## src/rtl/demux_pkg.sv

```systemverilog
// Shared types and constants for the round-robin demux dispatcher.
// The optional DEMUX_RR_STATS_EN build adds per-channel delivered-beat counters.
package demux_pkg;

    localparam int NUM_CH = 4;
    localparam int SEL_W  = 2;
    localparam int STAT_W = 16;

    typedef enum logic {
        S_EMPTY = 1'b0,
        S_FULL  = 1'b1
    } dispatch_state_t;

    // First enabled channel in the order x+1, x+2, x+3, x; returns x when none is enabled.
    function automatic logic [SEL_W-1:0] next_en(input logic [SEL_W-1:0] x,
                                                 input logic [NUM_CH-1:0] en);
        logic [SEL_W-1:0] idx;
        next_en = x;
        for (int i = NUM_CH; i >= 1; i--) begin
            idx = x + SEL_W'(i);
            if (en[idx]) begin
                next_en = idx;
            end
        end
    endfunction

endpackage

```

## src/rtl/rr_next_en.sv

```systemverilog
// Combinational next-enabled-channel lookup used by the dispatcher's pointer logic.
module rr_next_en
    import demux_pkg::*;
(
    input  logic [SEL_W-1:0]  cur,
    input  logic [NUM_CH-1:0] ch_en,
    output logic [SEL_W-1:0]  nxt
);

    always_comb begin
        nxt = next_en(cur, ch_en);
    end

endmodule

```

## src/rtl/demux_rr_dispatcher.sv

```systemverilog
// Burst-interleaved round-robin dispatcher feeding a 1:4 demux with a registered sel/data pair.
// Define DEMUX_RR_STATS_EN to add the stat_beats per-channel delivered-beat counters.
module demux_rr_dispatcher
    import demux_pkg::*;
#(
    parameter int DATA_W    = 1,
    parameter int BURST_LEN = 4
)
(
    input  logic                     clk,
    input  logic                     rst,
    input  logic                     in_valid,
    input  logic [DATA_W-1:0]        in_data,
    output logic                     in_ready,
    input  logic [NUM_CH-1:0]        ch_en,
    input  logic [NUM_CH-1:0]        ch_ready,
    output logic [SEL_W-1:0]         sel,
    output logic [DATA_W-1:0]        out_data,
    output logic                     out_valid
`ifdef DEMUX_RR_STATS_EN
    ,
    output logic [NUM_CH*STAT_W-1:0] stat_beats
`endif
);

    localparam logic [7:0] BURST_LAST = 8'(BURST_LEN);

    dispatch_state_t  state, state_nxt;
    logic [SEL_W-1:0] cur;
    logic [7:0]       bcnt;
    logic [SEL_W-1:0] cur_en_nxt;
    logic [SEL_W-1:0] chosen;
    logic [SEL_W-1:0] cur_after;
    logic [7:0]       eff_cnt;
    logic             burst_done;
    logic             xfer;
    logic             accept;

    assign xfer     = out_valid && ch_ready[sel];
    assign in_ready = (|ch_en) && (!out_valid || ch_ready[sel]);
    assign accept   = in_valid && in_ready;

    rr_next_en u_next_en (
        .cur   (cur),
        .ch_en (ch_en),
        .nxt   (cur_en_nxt)
    );

    // A channel switch restarts the burst; the rotation target after a
    // completed burst is the next enabled channel after the one just used.
    always_comb begin
        chosen     = ch_en[cur] ? cur : cur_en_nxt;
        eff_cnt    = (chosen == cur) ? bcnt + 8'd1 : 8'd1;
        burst_done = (eff_cnt == BURST_LAST);
        cur_after  = (chosen == cur) ? cur_en_nxt : next_en(chosen, ch_en);
    end

    always_ff @(posedge clk or posedge rst) begin
        if (rst) begin
            state <= S_EMPTY;
        end else begin
            state <= state_nxt;
        end
    end

    always_comb begin
        state_nxt = state;
        if (accept) begin
            state_nxt = S_FULL;
        end else if (xfer) begin
            state_nxt = S_EMPTY;
        end
    end

    always_comb begin
        out_valid = (state == S_FULL);
    end

    // Held-beat register stage: sel/out_data only change when a new beat loads.
    always_ff @(posedge clk or posedge rst) begin
        if (rst) begin
            sel      <= '0;
            out_data <= '0;
            cur      <= '0;
            bcnt     <= '0;
        end else if (accept) begin
            sel      <= chosen;
            out_data <= in_data;
            if (burst_done) begin
                cur  <= cur_after;
                bcnt <= '0;
            end else begin
                cur  <= chosen;
                bcnt <= eff_cnt;
            end
        end
    end

`ifdef DEMUX_RR_STATS_EN
    logic [STAT_W-1:0] stat_q [NUM_CH];

    always_ff @(posedge clk or posedge rst) begin
        if (rst) begin
            for (int n = 0; n < NUM_CH; n++) begin
                stat_q[n] <= '0;
            end
        end else if (xfer) begin
            stat_q[sel] <= stat_q[sel] + STAT_W'(1);
        end
    end

    for (genvar g = 0; g < NUM_CH; g++) begin : g_stat
        assign stat_beats[g*STAT_W +: STAT_W] = stat_q[g];
    end
`endif

endmodule

```

## config.mk

```make
export PLATFORM = sky130hd
export DESIGN_NAME = demux_rr_dispatcher
export DESIGN_NICKNAME = d
export VERILOG_FILES = /design/src/rtl/demux_pkg.sv /design/src/rtl/rr_next_en.sv /design/src/rtl/demux_rr_dispatcher.sv
export SDC_FILE = /design/constraint.sdc
export NUM_CORES = 1
export LEC_CHECK = 0
export CORE_ASPECT_RATIO = 1.4
export CORE_MARGIN = 10
export CORE_UTILIZATION = 30
export DETAILED_ROUTE_END_ITERATION = 16
export GPL_TIMING_DRIVEN = 1
export PLACE_DENSITY = 0.49
export SLEW_MARGIN = 20
export SYNTH_ARGS = -nofsm -noshare
export SYNTH_HDL_FRONTEND = slang
export SYNTH_SLANG_ARGS = --single-unit
```

## constraint.sdc

```tcl
create_clock -name clk -period 2.05 [get_ports clk]
set_input_delay 0.5125 -clock clk [delete_from_list [all_inputs] [get_ports clk]]
set_output_delay 0.5125 -clock clk [all_outputs]
set_load 0.05 [all_outputs]
```

Yosys cells after proc, flatten, opt, wreduce, memory -nomap -nowiden

Index checks and enable logic that the tools add are counted.

Bits in registers: 14
Bits of input ports: 12
Word-level logic and storage cells: 58
RAM bits: 0
Bits in read-only memories: 0
Output and inout bits: 5
Latch bits: 0
Memories: 0

$add $sub $neg: 7
Eq/ne operators: 2
Order comparisons: 8
$mul: 0
Reduce and logical (&&, ||, !) cells: 7
Divide/modulo/power cells: 0
Bitwise gates (word level): 0
Shifts and indexed selects: 0
Muxes and demuxes: 29

Operators with widths:

| operator                                                                     | number |
|---|---|
| 2-bit by 3-bit less-than comparator with 1-bit output, second input constant | 8 |
| 2-bit two-way mux                                                            | 9 |
| 1-bit binary-select mux with 2-bit select                                    | 8 |
| 8-bit two-way mux                                                            | 2 |
| 1-bit two-way mux                                                            | 10 |
| 2-bit adder, second input constant                                           | 4 |
| 8-bit by 1-bit adder with 8-bit output, second input constant                | 1 |
| 8-bit by 3-bit == test with 1-bit output, second input constant              | 1 |
| 2-bit by 1-bit adder with 2-bit output, second input constant                | 2 |
| 4-bit OR reduction                                                           | 1 |
| 1-bit logical AND                                                            | 3 |
| 2-bit == test                                                                | 1 |
| 2-bit nonzero test                                                           | 1 |
| 1-bit logical NOT                                                            | 1 |
| 1-bit logical OR                                                             | 1 |

Depth between registers and ports, before layout

Depth in word-level cells: 15
Gate-level depth with buffers: 7
Mapped depth without buffers: 6

By module

From an unflattened synthesis, not the netlist that was laid out.

Cells, all modules: 106
Area, all modules: 974.7 µm²

By module, submodules not included:

| module              | area an instance (µm²) | cells an instance | times used | seq. area each (µm²) |
|---|---|---|---|---|
| demux_rr_dispatcher | 899.6                  | 93                | 1          | 350.3 |
| rr_next_en          | 75.1                   | 13                | 1          | 0.0 |

Worst setup path before layout

OpenSTA, ideal clock, no wires.

Path type: register to output
Start: register sel[0]
End: output port in_ready
Data required time: 1537 ps
Arrival time: 1783 ps
Slack: -246 ps
Cell stages (with the launch flop): 4
Buffers on the path: 0
Cell sequence: dfrtp_1 mux2_2 o22ai_1 a21oi_1

Cells in the longest elaborated chain, start to end: 4

Ends and longest elaborated chain:

| what                                      | line                      | text |
|---|---|---|
| start: declaration                        | demux_rr_dispatcher.sv:17 | `output logic [SEL_W-1:0] sel,` |
| start signal: assignment                  | demux_rr_dispatcher.sv:87 | `sel <= chosen;` |
| 1-bit binary-select mux with 2-bit select | demux_rr_dispatcher.sv:40 | `assign in_ready = (\|ch_en) && (!out_valid \|\| ch_ready[sel]);` |
| 1-bit two-way mux (implied by the code)   | demux_rr_dispatcher.sv:40 |  |
| 1-bit logical OR                          | demux_rr_dispatcher.sv:40 |  |
| 1-bit logical AND                         | demux_rr_dispatcher.sv:40 |  |
| end: declaration                          | demux_rr_dispatcher.sv:14 | `output logic in_ready,` |

No other way between the ends. The select of a mux whose other input is x is not followed.

Worst setup path in the final report

Start: input port ch_ready[2]
End: output port in_ready

Cells in the longest elaborated chain, start to end: 4

Ends and longest elaborated chain:

| what                                      | line                      | text |
|---|---|---|
| start: declaration                        | demux_rr_dispatcher.sv:16 | `input logic [NUM_CH-1:0] ch_ready,` |
| 1-bit binary-select mux with 2-bit select | demux_rr_dispatcher.sv:40 |  |
| 1-bit two-way mux (implied by the code)   | demux_rr_dispatcher.sv:40 |  |
| 1-bit logical OR                          | demux_rr_dispatcher.sv:40 |  |
| 1-bit logical AND                         | demux_rr_dispatcher.sv:40 |  |

No other way between the ends. The select of a mux whose other input is x is not followed.

==> results.ini <==
[finish]
area_growth_pct=46.6
fin_util_pct=45.0
fin_nets=208
num_antenna_cells=0
final_common_cell=buf_4
final_cell_mix=33 x buf_4, 13 x nand2_1, 12 x o21ai_0, 12 x dfrtp_1, 8 x a21oi_1
drive_gt1_share_pct=34.0

[detailed_routing]
via_per_inst=5.60
post_drt_wl_per_cell_um=15.9
final_antenna_net_count=0
drt_wl_total_um=3760
drc=0
drtPass1Iterations=4
drt-initial-drc-count=94
vias=1328

[setup_path]
worstPathCellList=dlygate4sd2_1, mux2_4, o22ai_4, buf_6, a21oi_4, buf_12
critical_path.max_fanout=2
crit_family=buffers and inverters
crit_path_end=in_ready
arrival_ns=1.50
startpoint_type=input pin
crit_type=in2out
crit_cells=6
slowest_stage=mux2_4
regToRegEndpoint=cur[1]$_DFFE_PP0P_
crit_path_max_incr_delay_ns=0.28
r2r_start=bcnt[1]$_DFFE_PP0P_
startpoint=ch_ready[2]
critPathBufInv=3
rrSetupSlack_ns=0.07
critPathRequiredTime_ns=1.54
worst-r2r-cell-count=6
end_kind=primary output

[clocking]
cts_made_buffers=3
clk_latency_ns=0.25
cts_tree=yes
clk_pin_slew_worst_paths_ns=0.06
max-clock-path-buffers=2
cts-htree-levels=1
clock-root-buffer=clkbuf_8
cts_hold_buf=0
cts.sinks=14

[timing]
finClkSkew_ns=0.000568
fin_crit_sh_pct=97.9
worst_pin_slew_ns=0.555
rsz0062_at_grt=yes
finalCriticalPeriod_ns=2.01
fin_ws_ns=0.0422
hold_viol=0
slew_violations=0
final-setup-viol-count=0
clock.fmax_mhz=498
slew_headroom_pct=62.9

[synth]
synth_top_area_share_pct=29.1
synth_ff_type=dfrtp_1
synth_edf_count=0
synth_area_um2=1200
ys_async_sr_fraction_pct=100
synth_cells=151
syn_area_per_cell_um2=7.97
ys_warn_count=0
synth_top_area_cell=dfrtp_1
seq_area_frac_synth_pct=29.1
ys_ff_latch=14
syn-num-nets=164
synth.distinct_cells=46
synth_area_leaders=dfrtp_1 29%, o21ai_0 5.0%, nand2_1 4.1%, a21oi_1 3.7%, mux2_2 3.7%

[floorplanning]
die_h_um=94.9
start_util_pct=30.7
io_pins=17
num_rows=27
die_area_um2=6980
core_um2=3920
chipWidth_um=73.5

[placed_design]
port_buffers=16
place_congestion=0.840
post-place-ws_ns=-0.500
dp_hpwl_um=2870

[flow_run]
maxCapViolCount=0

[global_route]
overflow=0
grt_util_all_layers_pct=11.0
grt_pass1_vias=1310
grt_max_degree=15
grt_first_pass_wirelength_um=6330
antenna_found_initial=0

[pwr]
power_w=0.00227
power.density_nw_per_um2=1290
peakVddDrop_mv=0.868
power_leakage_nw=0.757

[worst_hold_path]
hold_depth=2
min_from=out_data$_DFFE_PP0P_
hold_class=reg2reg

[run_status]
outcome=completed

-- metal layers --
layer	vias up	track usage, %	routed length [um]
met4	0	3.43	40
met1	641	12.5	1530
met3	6	1.99	124
li1	656	-	-
met5	-	0	0
met2	25	19.9	2070
-- cell type report --
class,count,area (um2)
fillers,404,2150
multi-input cells,120,848
repair buffers,50,432
flip-flops and latches,14,353
clock buffers,4,55.1
well taps,43,53.8
inverters,6,22.5
-- report_power, final --
part | internal (W) | leakage (nW) | total [W] | switching [W]
Combinational | 0.000726 | 0.553 | 0.00149 | 0.000769
Clock | 0.000171 | 0.0288 | 0.000280 | 0.000110
Sequential | 0.000372 | 0.175 | 0.000493 | 0.000121
Total | 0.00127 | 0.757 | 0.00227 | 0.000999
-- through the flow --
step | hold slack, ns | TNS [ns] | cell area, um2 | cells
after floorplan | 0.402 | -0.0272 | 1210 | 151
after global placement | 0.463 | -3.41 | 1600 | 228
after detailed placement | 0.477 | -3.81 | 1600 | 228
after CTS | 0.492 | 0 | 1720 | 237
after global routing | 0.537 | -0.0151 | 1760 | 237
final | 0.489 | 0 | 1760 | 237
-- cell families after synthesis --
family | count (synthesis) | share of synthesized area (%)
compound gates | 50 | 28.7
mux | 4 | 3.74
buf+inv | 17 | 6.44
fa+ha+maj | 1 | 1.04
simple gates | 65 | 31.0
flops | 14 | 29.1
-- registers in the layout, summed over array words and instances, names as in the netlist --
name,count
out_valid,1
cur,2
out_data,1
sel,2
bcnt,8
-- worst min path at each step --
stage                                       to
after floorplan            bcnt[0]$_DFFE_PP0P_
after global placement    out_data$_DFFE_PP0P_
after global routing      out_data$_DFFE_PP0P_
after detailed placement  out_data$_DFFE_PP0P_
final                     out_data$_DFFE_PP0P_
after CTS                 out_data$_DFFE_PP0P_
-- tightest hold or removal path, stage by stage (launching register included) --
cell and delay [ns]:
dfrtp_1 0.35, nand2_1 0.05, nand2_1 0.05
-- what timing repair did --
item,4_1_cts,5_1_grt
hold endpoints to repair,0,0
endpoints found under the setup margin,8,3
buffers inserted,5,0
pin swaps,4,5
gates resized for setup,20,12
-- synthesized netlist by cell type, drive strengths merged, types with 4 or more instances --
cell,instances
o22ai,4
clkbuf,5
nand3,6
o31ai,4
nor2,8
nor2b,6
inv,6
dfrtp,14
nand2b,5
buf,6
mux2,4
nand4,4
nand2,14
o21ai,12
a21oi,9
No activity file was read; power rests on OpenSTA's default activity.
